File: config.mk
export PLATFORM = sky130hd
export DESIGN_NAME = mux_rr_arbiter_flat
export DESIGN_NICKNAME = d
export VERILOG_FILES = /design/src/rtl/mux_rr_arbiter_if.sv /design/src/rtl/mux_rr_arbiter.sv /design/src/flat_wrapper.sv
export SDC_FILE = /design/constraint.sdc
export NUM_CORES = 1
export LEC_CHECK = 0
export CORE_MARGIN = 1
export CORE_UTILIZATION = 65
export DETAILED_ROUTE_END_ITERATION = 10
export DONT_BUFFER_PORTS = 1
export PLACE_DENSITY_LB_ADDON = 0.3
export RECOVER_POWER = 25
export SETUP_SLACK_MARGIN = 0.4
export SLEW_MARGIN = 20
export SYNTH_ARGS = -nofsm -noshare
export SYNTH_HDL_FRONTEND = slang
export SYNTH_SLANG_ARGS = --single-unit
File: constraint.sdc
create_clock -name clk -period 3.29 [get_ports clk]
set_input_delay 0.658 -clock clk [delete_from_list [all_inputs] [get_ports clk]]
set_output_delay 0.658 -clock clk [all_outputs]
set_load 0.02 [all_outputs]
File: src/rtl/mux_rr_arbiter_if.sv
// Request/grant bundle for the 4-way round-robin channel arbiter.
// The master drives requests and per-requester data; the slave returns the grant and the muxed channel.
interface mux_rr_arbiter_if;
    logic [3:0] req;
    logic [1:0] a;
    logic [1:0] b;
    logic [1:0] c;
    logic [1:0] d;
    logic [3:0] gnt;
    logic [1:0] sel;
    logic [1:0] x;
    logic       valid;

    modport master (
        output req, a, b, c, d,
        input  gnt, sel, x, valid
    );

    modport slave (
        input  req, a, b, c, d,
        output gnt, sel, x, valid
    );
endinterface

File: src/rtl/mux_rr_arbiter.sv
// Four-requester round-robin arbiter with a bounded hold time, driving a shared 2-bit channel.
// The grant and index are registered; the channel data is muxed combinationally from the registered index.
module mux_rr_arbiter #(
    parameter int unsigned MAX_HOLD = 8
) (
    input  logic              clk,
    input  logic              rst_n,
    mux_rr_arbiter_if.slave   bus
);

    localparam int unsigned N_REQ  = 4;
    localparam int unsigned IDX_W  = 2;
    localparam int unsigned HOLD_W = 8;
    localparam logic [HOLD_W-1:0] HOLD_LAST = HOLD_W'(MAX_HOLD - 1);

    typedef enum logic {
        IDLE,
        BUSY
    } state_t;

    state_t              state_q, state_d;
    logic [N_REQ-1:0]    gnt_q, gnt_d;
    logic [IDX_W-1:0]    sel_q, sel_d;
    logic [IDX_W-1:0]    ptr_q, ptr_d;
    logic [HOLD_W-1:0]   hold_q, hold_d;

    logic                win_found;
    logic [IDX_W-1:0]    win_idx;
    logic                others_req;
    logic                grant_new;
    logic [1:0]          x_c;

    // First requester at or after the pointer; scanning backwards leaves the nearest one as winner.
    always_comb begin
        win_found = 1'b0;
        win_idx   = '0;
        for (int k = int'(N_REQ) - 1; k >= 0; k--) begin
            if (bus.req[ptr_q + IDX_W'(k)]) begin
                win_found = 1'b1;
                win_idx   = ptr_q + IDX_W'(k);
            end
        end
    end

    assign others_req = |(bus.req & ~gnt_q);

    always_ff @(posedge clk or negedge rst_n) begin
        if (!rst_n) begin
            state_q <= IDLE;
            gnt_q   <= '0;
            sel_q   <= '0;
            ptr_q   <= '0;
            hold_q  <= '0;
        end else begin
            state_q <= state_d;
            gnt_q   <= gnt_d;
            sel_q   <= sel_d;
            ptr_q   <= ptr_d;
            hold_q  <= hold_d;
        end
    end

    // Next-state logic; the pointer always sits just past the owner, so a preempted owner scans last.
    always_comb begin
        state_d   = state_q;
        gnt_d     = gnt_q;
        sel_d     = sel_q;
        ptr_d     = ptr_q;
        hold_d    = hold_q;
        grant_new = 1'b0;

        case (state_q)
            IDLE: begin
                if (win_found) begin
                    grant_new = 1'b1;
                end
            end
            BUSY: begin
                if (bus.req[sel_q]) begin
                    if (hold_q < HOLD_LAST) begin
                        hold_d = hold_q + HOLD_W'(1);
                    end else if (others_req) begin
                        grant_new = 1'b1;
                    end
                end else if (win_found) begin
                    grant_new = 1'b1;
                end else begin
                    state_d = IDLE;
                    gnt_d   = '0;
                end
            end
            default: begin
                state_d = IDLE;
                gnt_d   = '0;
            end
        endcase

        if (grant_new) begin
            state_d = BUSY;
            gnt_d   = N_REQ'(1) << win_idx;
            sel_d   = win_idx;
            ptr_d   = win_idx + IDX_W'(1);
            hold_d  = '0;
        end
    end

    always_comb begin
        x_c = '0;
        if (state_q == BUSY) begin
            case (sel_q)
                2'd0:    x_c = bus.a;
                2'd1:    x_c = bus.b;
                2'd2:    x_c = bus.c;
                default: x_c = bus.d;
            endcase
        end
    end

    assign bus.gnt   = gnt_q;
    assign bus.sel   = sel_q;
    assign bus.valid = (state_q == BUSY);
    assign bus.x     = x_c;

endmodule

File: src/flat_wrapper.sv
// flat-port wrapper written by rule: the top's interface ports become plain ports
module mux_rr_arbiter_flat 
#(
    parameter int unsigned MAX_HOLD = 8
)
  (clk, rst_n, bus_req, bus_a, bus_b, bus_c, bus_d, bus_gnt, bus_sel, bus_x, bus_valid);
  mux_rr_arbiter_if bus_i ();
  input  logic clk;
  input  logic rst_n;
  input wire logic [$bits(bus_i.req)-1:0] bus_req;
  input wire logic [$bits(bus_i.a)-1:0] bus_a;
  input wire logic [$bits(bus_i.b)-1:0] bus_b;
  input wire logic [$bits(bus_i.c)-1:0] bus_c;
  input wire logic [$bits(bus_i.d)-1:0] bus_d;
  output wire logic [$bits(bus_i.gnt)-1:0] bus_gnt;
  output wire logic [$bits(bus_i.sel)-1:0] bus_sel;
  output wire logic [$bits(bus_i.x)-1:0] bus_x;
  output wire logic [$bits(bus_i.valid)-1:0] bus_valid;
  assign bus_i.req = bus_req;
  assign bus_i.a = bus_a;
  assign bus_i.b = bus_b;
  assign bus_i.c = bus_c;
  assign bus_i.d = bus_d;
  assign bus_gnt = bus_i.gnt;
  assign bus_sel = bus_i.sel;
  assign bus_x = bus_i.x;
  assign bus_valid = bus_i.valid;
  mux_rr_arbiter #(.MAX_HOLD(MAX_HOLD)) u_core (.clk(clk), .rst_n(rst_n), .bus(bus_i));
endmodule
# == Word level (Yosys, flattened, before mapping) ==
# Index checks and enable logic that the tools add are counted.
# word_totals
register_bits,17
input_bits,14
output_inout_bits,9
word_cells,67
# classes
n_addsub,5
order_cmp,6
n_eq_ne,4
shifts,1
muxes,36
bitwise,3
reduce_logical,7
# op_table
cell,count
two-way mux 8 bit,4
two-way mux 1 bit,16
two-way mux 4 bit,4
"less-than comparator 2 x 3 -> 1 bit, second input constant",5
binary-select mux 1 bit (select 2 bit),5
two-way mux 2 bit,5
"adder 8 x 1 -> 8 bit, second input constant",1
"less-than comparator 8 x 3 -> 1 bit, second input constant",1
case mux 2 bit (3 select lines),1
AND reduction 3 bit,2
nonzero test 2 bit,3
"adder 2 x 1 -> 2 bit, second input constant",2
"adder 2 bit, second input constant",2
AND 4 bit,1
inverter 4 bit,1
OR reduction 4 bit,1
"<< shifter 1 x 2 -> 4 bit, first input constant",1
"== test 2 x 1 -> 1 bit, second input constant",1
"== test 2 bit, second input constant",1
zero test 2 bit,1
"!= test 2 x 1 -> 1 bit, second input constant",1
"!= test 2 bit, second input constant",1
case mux 1 bit (2 select lines),1
inverter 1 bit,1

# == Logic depth before layout (Yosys ltp) ==
# logic_depth
word_depth,12
depth_mapped,7
depth_no_buf,7

# == Worst setup path before layout ==
# OpenSTA, ideal clock, no wires.
# synth_path
kind,input to output
start,input port bus_d[0]
end,output port bus_x[0]
arrival_ns,1.318
path_slack_ns,1.314
path_stages,2
n_path_buf,0
cell_sequence,mux4_2 and2_1
# synth_between
elab_chain_len,2
# synth_lines
element,line,source
from (decl),flat_wrapper.sv:14,input wire logic [$bits(bus_i.d)-1:0] bus_d;
case mux 2 bit (3 select lines),mux_rr_arbiter.sv:110,case (sel_q)
two-way mux 2 bit,mux_rr_arbiter.sv:109,if (state_q == BUSY) begin
to (decl),flat_wrapper.sv:17,output wire logic [$bits(bus_i.x)-1:0] bus_x;
# No other way between the ends.

# == Worst setup path after layout ==
# layout_path
start,register u_core.sel_q[0] (netlist: u_core.bus.sel[0])
end,output port bus_x[0]
# layout_between
elab_chain_len,3
# layout_lines
element,line,source
from (decl),mux_rr_arbiter.sv:23,"logic [IDX_W-1:0] sel_q, sel_d;"
from (signal assigned),mux_rr_arbiter.sv:57,sel_q <= sel_d;
"== test 2 bit, or another cell as far along",mux_rr_arbiter.sv:110,
case mux 2 bit (3 select lines) (*),mux_rr_arbiter.sv:110,
two-way mux 2 bit (*),mux_rr_arbiter.sv:109,
# Every way passes the cells marked *; elsewhere a longest branch is shown, timed or not.

==> flow_metrics.env <==
export IMPL_outcome="completed"
export IMPL_root_buffer="clkbuf_4"
export IMPL_required_ns=2.63
export IMPL_clkLatencyLatePin_ns=0.29
export IMPL_cp_data_arrival_time_ns=1.66
export IMPL_critPathSlowestCell="dfrtp_1"
export IMPL_area_growth_pct=3.53
export IMPL_max_freq_mhz=432
export IMPL_hold_worst_slack_ns=0.0512
export IMPL_top_usage_layer="met2"
export IMPL_io_buffer_count=0
export IMPL_fin_tns_setup_ns=0
export IMPL_insertedDiodeCount=0
export IMPL_final_area_um2=1030
export IMPL_grt_use_met1=0.333
export IMPL_yosys_register_bits=17
export IMPL_synth_seq_area_share=0.429
export IMPL_gp_congestion=0.900
export IMPL_power_mw=0.809
export IMPL_critical_path_max_stage_delay_ns=0.59
export IMPL_setup_viol=0
export IMPL_cts_buffers=3
export IMPL_nets=115
export IMPL_dieWidth_um=41.0
export IMPL_r2r_setup_slack_ns=1.38
export IMPL_synth_area_top_cells="dfrtp_1 (43%), ha_1 (6.3%), mux4_2 (4.5%), a21oi_1 (3.5%), a22o_1 (3.5%)"
export IMPL_tightest_slew_ns=0.418
export IMPL_crit_fanout=6
export IMPL_synth_top_area_share=0.429
export IMPL_vias=723
export IMPL_gr_total_overflow=0
export IMPL_synth_edf_count=0
export IMPL_cts_repair_resized=0
export IMPL_grt_pass1_vias=686
export IMPL_viasPerCell=6.57
export IMPL_use_met3=0.109
export IMPL_r2r_end="u_core.bus.sel[0]"
export IMPL_cts_htree_levels=1
export IMPL_synthArstFlopShare=1.00
export IMPL_start_kind="flip-flop"
export IMPL_postLayoutCoreUtil=0.751
export IMPL_reg2reg_from="u_core.bus.sel[1]"
export IMPL_clock_skew_ns=0.00628
export IMPL_drt_drc_violations_left=0
export IMPL_yosysMostFrequentCell="dfrtp_1"
export IMPL_ant_nets=0
export IMPL_synth_warnings=0
export IMPL_coreArea_um2=1370
export IMPL_start_util=0.725
export IMPL_powerDensity_nw_per_um2=789
export IMPL_reg2reg_depth=5
export IMPL_syn_avg_cell_area_um2=10.8
export IMPL_slew_headroom=0.720
export IMPL_drive_gt1_frac=0.168
export IMPL_dieArea_um2=1680
export IMPL_synth_largest_area_cell="dfrtp_1"
export IMPL_grt_pass1_wl_um=2880
export IMPL_synthCells=92
export IMPL_crit_path_end_kind="output port"
export IMPL_synth_commonest_cells="dfrtp_1 (17), nor2_1 (8), a21oi_1 (7), inv_1 (6)"
export IMPL_clk_path_buf_depth=2
export IMPL_fill_cells=102
export IMPL_grt_total_usage=0.272
export IMPL_ir_drop_mv=0.489
export IMPL_row_count=13
export IMPL_post_cts_setup_buffers=0
export IMPL_p_leak_nw=0.479
export IMPL_crit_buf_inv=0
export IMPL_synth_cell_types=30
export IMPL_yosys_most_used_dff="dfrtp_1"
export IMPL_worstPathCellList="mux4_2 > and2_1"
export IMPL_clk_pin_slew_worst_paths_ns=0.09
export IMPL_hpwlAfterDp_um=1370
export IMPL_drtIter0Drc=19
export IMPL_syn_cell_area_um2=991
export IMPL_ios=23
export IMPL_slew_viol_final=0
export IMPL_post_route_min_period_ns=2.32
export IMPL_grt_max_degree=18
export IMPL_final_hold_violation_count=0
export IMPL_hold_buffers=0
export IMPL_wl_per_cell_um=16.5
export IMPL_chipHeight_um=41.0
export IMPL_dr_pass1_iters=4
export IMPL_period_share=0.704
export IMPL_cts_tree="done"
export IMPL_synth_nets=111
export IMPL_grt_setup_unrepaired="false"
export IMPL_hold_path_class="input pin to async pin"
export IMPL_placed_cell_area_um2=998
export IMPL_cp_top_family="flip-flops"
export IMPL_clkSinkCount=17
export IMPL_maxCapViolations=0
export IMPL_crit_type="flip-flop to output port"
export IMPL_grt_util_met2=0.430
export IMPL_grt_antenna_before_repair=0
export IMPL_drt_wl_total_um=1810
-- power breakdown --
| part | switching, mW | leakage (nW) | internal (mW) | total, mW |
|---|---|---|---|---|
| Sequential | 0.110 | 0.218 | 0.264 | 0.374 |
| Combinational | 0.166 | 0.244 | 0.163 | 0.329 |
| Clock | 0.0608 | 0.0177 | 0.0452 | 0.106 |
| Total | 0.337 | 0.479 | 0.473 | 0.809 |
-- routing by layer --
metal	up-vias	wire length [um]
li1	338	-
met5	-	0
met3	2	89
met1	361	812
met2	22	897
met4	0	10
-- worst max-delay path by stage --
stage | startpoint | to | slack [ns] | depth (start not counted)
5_1_grt | u_core.bus.sel[0] | bus_x[1] | 0.85 | 2
3_5_place_dp | bus_req[0] | u_core.ptr_q[1] | 1.26 | 6
4_1_cts | u_core.bus.sel[0] | bus_x[0] | 0.97 | 2
2_1_floorplan | bus_d[0] | bus_x[0] | 1.31 | 2
6_report | u_core.bus.sel[0] | bus_x[0] | 0.97 | 2
3_3_place_gp | u_core.bus.sel[0] | bus_x[0] | 1.29 | 2
-- area by class of cell --
cell class | instances | area, um2 | area share
flip-flops and latches | 17 | 425 | 0.415
clock inverters | 1 | 5.00 | 0.00488
clock buffers | 3 | 22.5 | 0.0220
well taps | 15 | 18.8 | 0.0183
inverters | 7 | 26.3 | 0.0256
multi-input cells | 67 | 528 | 0.515
-- flip-flops by register name (all words and copies together) (netlist names) --
name              flops
u_core.bus.gnt        4
u_core.ptr_q          2
u_core.bus.valid      1
u_core.hold_q         8
u_core.bus.sel        2
-- placed cells by master (no fill, tap or decap) --
| cell type | n |
|---|---|
| a211oi_2 | 1 |
| a21oi_1 | 7 |
| a22o_1 | 4 |
| a31oi_1 | 3 |
| a31oi_2 | 1 |
| and2_1 | 4 |
| and3_1 | 3 |
| clkbuf_4 | 3 |
| clkinv_2 | 1 |
| dfrtp_1 | 17 |
| ha_1 | 5 |
| inv_1 | 6 |
| inv_2 | 1 |
| mux2_2 | 3 |
| mux2i_1 | 3 |
| mux4_2 | 2 |
| nand2_1 | 5 |
| nand2b_1 | 4 |
| nand3_1 | 1 |
| nor2_1 | 8 |
| nor2_4 | 1 |
| nor2b_1 | 2 |
| nor4_1 | 1 |
| nor4_4 | 1 |
| o2111a_1 | 1 |
| o21a_4 | 1 |
| o21ai_0 | 2 |
| o21ai_1 | 1 |
| o22a_1 | 1 |
| o22ai_1 | 1 |
| o22ai_2 | 1 |
-- logic make-up (layout without fill, tap and decap cells) --
group	count (synthesis)	after routing	synth area share
DFF	17	17	0.429
buffers and inverters	8	11	0.0379
and+or+nand+nor	30	30	0.175
muxes	8	8	0.110
adders and majority gates	5	5	0.0631
AOI/OAI and AO/OA	24	24	0.184
-- stage by stage --
step	worst slack, ns	std cells
2_1_floorplan	1.31	92
3_3_place_gp	1.29	106
3_5_place_dp	1.26	106
4_1_cts	0.965	110
5_1_grt	0.848	110
6_report	0.974	110
Power figures use the tool's default switching activity.
